**src/rtl/saph_span_walker.sv**
```systemverilog
// Span pixel walker: steps an edge incrementer per pixel, emits covered fragments.
// Ports: span_* request in; inc_* incrementer ctrl/data; frag_* out; span_done pulse.
// Option: SAPH_WALKER_EARLY_EXIT_EN ends a span on the first miss after a hit.
module saph_span_walker #(
  parameter int EDGES = 3,
  parameter int XW    = 11,
  parameter int YW    = 11
) (
  input  logic                        clk,
  input  logic                        rst_n,
  input  logic                        span_valid,
  output logic                        span_ready,
  input  logic [XW-1:0]               span_x,
  input  logic [YW-1:0]               span_y,
  input  logic [XW-1:0]               span_len,
  input  logic [EDGES-1:0][31:0]      span_init,
  input  logic [EDGES-1:0][31:0]      span_inc,
  output logic                        inc_latch,
  output logic                        inc_count,
  input  logic                        inc_ready,
  output logic [EDGES-1:0][31:0]      inc_init,
  output logic [EDGES-1:0][31:0]      inc_inc,
  input  logic [EDGES-1:0][31:0]      inc_cur,
  output logic                        frag_valid,
  input  logic                        frag_ready,
  output logic [XW-1:0]               frag_x,
  output logic [YW-1:0]               frag_y,
  output logic                        span_done
);

  typedef enum logic [2:0] {
    IDLE, LATCH, TEST, EMIT, STEP, WAIT, DONE
  } state_t;

  state_t                   state_q, state_d;
  logic [XW-1:0]            x_q, x_d;
  logic [YW-1:0]            y_q, y_d;
  logic [XW-1:0]            rem_q, rem_d;
  logic [XW-1:0]            fx_q, fx_d;
  logic [YW-1:0]            fy_q, fy_d;
  logic [EDGES-1:0][31:0]   init_q, init_d;
  logic [EDGES-1:0][31:0]   inc_q, inc_d;
  logic                     covered;
  logic                     last;
`ifdef SAPH_WALKER_EARLY_EXIT_EN
  logic                     seen_q, seen_d;
`endif

  // -0.0 has its sign bit set, so it is treated as outside the edge.
  always_comb begin
    covered = 1'b1;
    for (int i = 0; i < EDGES; i++) begin
      if (inc_cur[i][31]) covered = 1'b0;
    end
  end

  assign last = (rem_q == XW'(1));

  always_comb begin
    state_d = state_q;
    x_d     = x_q;
    y_d     = y_q;
    rem_d   = rem_q;
    fx_d    = fx_q;
    fy_d    = fy_q;
    init_d  = init_q;
    inc_d   = inc_q;
`ifdef SAPH_WALKER_EARLY_EXIT_EN
    seen_d  = seen_q;
`endif
    unique case (state_q)
      IDLE: begin
        if (span_valid) begin
          x_d    = span_x;
          y_d    = span_y;
          rem_d  = span_len;
          init_d = span_init;
          inc_d  = span_inc;
`ifdef SAPH_WALKER_EARLY_EXIT_EN
          seen_d = 1'b0;
`endif
          state_d = (span_len == '0) ? DONE : LATCH;
        end
      end
      LATCH: state_d = TEST;
      TEST: begin
        if (covered) begin
          fx_d    = x_q;
          fy_d    = y_q;
`ifdef SAPH_WALKER_EARLY_EXIT_EN
          seen_d  = 1'b1;
`endif
          state_d = EMIT;
`ifdef SAPH_WALKER_EARLY_EXIT_EN
        end else if (seen_q) begin
          state_d = DONE;
`endif
        end else begin
          state_d = last ? DONE : STEP;
        end
      end
      EMIT: begin
        if (frag_ready) state_d = last ? DONE : STEP;
      end
      STEP: begin
        x_d     = x_q + XW'(1);
        rem_d   = rem_q - XW'(1);
        state_d = inc_ready ? TEST : WAIT;
      end
      WAIT: begin
        if (inc_ready) state_d = TEST;
      end
      DONE:    state_d = IDLE;
      default: state_d = IDLE;
    endcase
  end

  always_ff @(posedge clk or negedge rst_n) begin
    if (!rst_n) begin
      state_q <= IDLE;
      x_q     <= '0;
      y_q     <= '0;
      rem_q   <= '0;
      fx_q    <= '0;
      fy_q    <= '0;
      init_q  <= '0;
      inc_q   <= '0;
    end else begin
      state_q <= state_d;
      x_q     <= x_d;
      y_q     <= y_d;
      rem_q   <= rem_d;
      fx_q    <= fx_d;
      fy_q    <= fy_d;
      init_q  <= init_d;
      inc_q   <= inc_d;
    end
  end

`ifdef SAPH_WALKER_EARLY_EXIT_EN
  always_ff @(posedge clk or negedge rst_n) begin
    if (!rst_n) seen_q <= 1'b0;
    else        seen_q <= seen_d;
  end
`endif

  assign span_ready = (state_q == IDLE);
  assign inc_latch  = (state_q == LATCH);
  assign inc_count  = (state_q == STEP);
  assign frag_valid = (state_q == EMIT);
  assign span_done  = (state_q == DONE);
  assign frag_x     = fx_q;
  assign frag_y     = fy_q;
  assign inc_init   = init_q;
  assign inc_inc    = inc_q;

endmodule

```
**config.mk**
```make
export PLATFORM = sky130hd
export DESIGN_NAME = saph_span_walker
export DESIGN_NICKNAME = d
export VERILOG_FILES = /design/src/rtl/saph_span_walker.sv
export SDC_FILE = /design/constraint.sdc
export NUM_CORES = 1
export LEC_CHECK = 0
export CORE_AREA = 5 5 208 210
export CTS_CLUSTER_DIAMETER = 40
export DETAILED_ROUTE_END_ITERATION = 10
export DIE_AREA = 0 0 213 215
export GPL_ROUTABILITY_DRIVEN = 0
export PLACE_DENSITY = 0.58
export SLEW_MARGIN = 20
export SYNTH_ARGS = -nofsm -noshare
export SYNTH_HDL_FRONTEND = slang
export SYNTH_SLANG_ARGS = --single-unit
export TNS_END_PERCENT = 100
```
**constraint.sdc**
```tcl
create_clock -name clk -period 1.6 [get_ports clk]
set_input_delay 0.32 -clock clk [delete_from_list [all_inputs] [get_ports clk]]
set_output_delay 0.32 -clock clk [all_outputs]
set_load 0.01 [all_outputs]
```
==> impl_results.md <==
- Leak: 9.289 nW
- #FFs+latches synth: 250
- Slew Limit Fails: 0
- Setup_tns: -53.39 ns
- Width of the die: 213 um
- Initial Utilization: 0.2402
- WL final: 39570 um
- Post-route DRC: 0
- Outcome: finished with violations
- Clock buffer depth: 3
- Final instance area: 18390 um2
- First-pass GRT wire length: 54030 um
- Initial antenna violation count: 0
- Max Cap Viol: 0
- Per-cell routed wire length: 17.74 um
- CTS Buf Count: 43
- Critical path launch point: state_q[2]
- Rel. slew slack: 0.7300
- CP Capture Type: primary output
- Worst Path Max Fanout: 3
- Fraction of layout cells with a size suffix above 1: 0.2329
- Dpl hpwl: 25370 um
- Top_reg_cell synth: dfrtp_1
- Port-buffer cells: 451
- Crit path to: span_ready
- Critical path class: reg2out
- Final worst slack: -0.3181 ns
- Endpoints failing setup: 231
- PD cells: 1953 nW/um2
- DP Area: 15670 um2
- DR vias: 9650
- Clock slew at reported path FFs: 0.05 ns
- Synth-to-Final Area Change: 85.01%
- CTS H-tree lvls: 2
- Rows: 75
- Die area: 45800 um2
- Asr flop ratio synth: 1.000
- I/O Pins: 545
- Unrepaired setup endpoints after global routing: true
- ANT cells: 0
- Violated checks: negative setup slack
- EDFF count, synth: 0
- Worst reg2reg startpoint: state_q[2]
- Hold Path Class: in2async
- R2r setup slk: -0.30 ns
- Tcrit/Tclk final: 1.199
- Fin nets: 1988
- CP Launch Type: flop
- CTS tree: yes
- Cell Chain, Critical Path: buf_6 > or3_4 > inv_2 > buf_6
- Detailed Route Iter0 Violations: 461
- Worst vdd ir: 0.8733 mV
- Sequential area share after synthesis: 0.6292
- GRT Total Usage: 0.1468
- Yosys cell types: 44
- Worst R2R Path Depth: 7
- Skew-Pair Late Insertion Delay: 0.54 ns
- Drt via density: 4.325
- Pre-CTS setup slack: -0.4491 ns
- Synth warn: 0
- Worst-margin pin slew: 0.4050 ns
- RR Endpoint: inc_inc[75]
- Worst endpoint required time: 1.28 ns
- Pwr Total: 0.03593 W
- Crit. path cell count: 4
- Worst path slowest cell: dfrtp_2
- Vias in the first global route: 9863
- Crit path buf inv count: 3
- Die Span Y: 215 um
- Post-Syn Instances: 1077
- Post-route ant nets: 0
- Final Hold Viols: 0
- Syn_nets: 1406
- CP arrival: 1.60 ns
- Grt total ovfl: 0
- Fillers: 3960
- Cell mode on critical path: buf_6
- Min Tclk post-route: 1.918 ns
- Worst Skew: 0.009873 ns
- Mapped cell area: 9942 um2
- Crit path max-delay family: flip-flops
- Syn Area/Cell: 9.231 um2
- Pre-Repair DR Iteration Count: 4
- FMAX: 521.3 MHz
- Clock Sinks: 250
- Largest net degree at the start of global routing: 113
- CP max stage delay: 0.41 ns
- CORE AREA: 41380 um2
- Clk Tree Root Cell: clkbuf_16
-- cell usage after synthesis, types with 3 or more instances --
library cell | number | area, um2
a22oi_1 | 4 | 30.03
clkbuf_1 | 8 | 30.03
mux2_2 | 21 | 236.5
a311oi_1 | 8 | 70.07
dfrtp_1 | 250 | 6256
ha_1 | 3 | 37.54
nor2_1 | 21 | 78.83
a221o_1 | 3 | 30.03
a21oi_1 | 8 | 40.04
nor4_1 | 7 | 43.79
a211oi_1 | 10 | 75.07
buf_4 | 3 | 22.52
o22ai_1 | 3 | 18.77
nand3_1 | 6 | 30.03
inv_1 | 6 | 22.52
o21ai_0 | 8 | 40.04
and3_1 | 3 | 18.77
nand2_1 | 623 | 2338
nor3_1 | 6 | 30.03
or4_1 | 3 | 22.52
buf_2 | 45 | 225.2
-- cell families (layout without fill, tap and decap cells) --
family                   after synthesis  in the layout  synth area share
multiplexers                          21             21           0.02379
AND/OR/NAND/NOR                      689            690            0.2762
AO/OA/AOI/OAI                         50             50           0.03524
flip-flops                           250            250            0.6292
adder cells (fa/ha/maj)                3              3          0.003776
buffers and inverters                 64            678           0.03171
-- through the flow --
step,hold slack (ns),util,cells
global placement,0.2535,0.3786,2099
finish,0.2953,0.4445,2231
detailed placement,0.2564,0.3786,2099
floorplan,0.02441,-,1077
global route,0.2842,0.4445,2231
CTS,0.2603,0.4108,2191
-- worst min path at each step --
stage          cells past startpoint           from      endpoint  slack, ns
2_1_floorplan                      0          rst_n     frag_x[0]       0.02
3_3_place_gp                       1          rst_n   inc_init[0]       0.25
3_5_place_dp                       1          rst_n   inc_init[0]       0.26
4_1_cts                            3  span_init[81]  inc_init[81]       0.26
5_1_grt                            3   span_inc[15]   inc_inc[15]       0.28
6_report                           2          rst_n   inc_init[0]       0.30
-- placed cells by master (no fill, tap or decap), types with 5 or more instances in the layout --
master           Yosys  routed
a21oi_1              8       5
o21ai_0              8       5
clkinv_2             0      10
buf_8                0       6
nand2_4              0      38
clkdlybuf4s50_1      0     231
inv_1                6       5
buf_12               0      18
dlygate4sd2_1        0     197
clkbuf_16            0      59
clkdlybuf4s15_1      0      17
nor2_2               0       6
nor4_1               7       5
nand2_1            623     516
dfrtp_1            250     247
nand2_2              1      70
clkbuf_1             8       5
inv_6                0       6
a211oi_1            10       9
mux2_2              21      21
buf_6                1      21
buf_4                3      80
clkbuf_8             0       6
nor2_1              21      11
a311oi_1             8       6
-- worst reg2reg max path: cells and delay by family, from the launching register on --
kind          cells  cell delay [ns]
buf+inv           4             0.64
flops             1             0.41
simple gates      3             0.75
-- timing repair --
item,in CTS,in global routing
cloned,1,22
pin swaps,4,131
hold endpoints to repair,30,0
hold buffers,1,0
setup endpoints to repair,459,272
resized for setup,271,227
buffers inserted,12,20
-- final cells by class --
class                      count  area, um2  area share
multi-input combinational    764       4019      0.2185
inverter                       7      28.78    0.001565
sequential                   250       6260      0.3403
tap                          539      674.4     0.03666
clock inverter                24      231.5     0.01258
clock buffer                  54       1177     0.06401
timing repair buffer         593       6003      0.3264
-- metal layers --
layer  share of wire  track usage  up-vias
met1            0.39       0.1721     4626
met3           0.095      0.05615       62
met2            0.49       0.2469      372
li1                -            -     4590
met4           0.025      0.04822        0
met5               0            0        -
-- state kept, by name, summed over array words and instances, names as in the netlist --
name,cells
inc_inc,96
frag_x,11
state_q,3
rem_q,11
frag_y,11
x_q,11
inc_init,96
y_q,11
-- where the power goes --
| group | internal [W] | total, W | switching, W | leakage [nW] |
|---|---|---|---|---|
| Sequential | 0.00935 | 0.0113 | 0.00191 | 3.09 |
| Combinational | 0.00773 | 0.0157 | 0.00798 | 5.50 |
| Clock | 0.00571 | 0.00896 | 0.00325 | 0.692 |
| Total | 0.0228 | 0.0359 | 0.0131 | 9.29 |
Note: power is estimated with default switching activity, not from simulation.
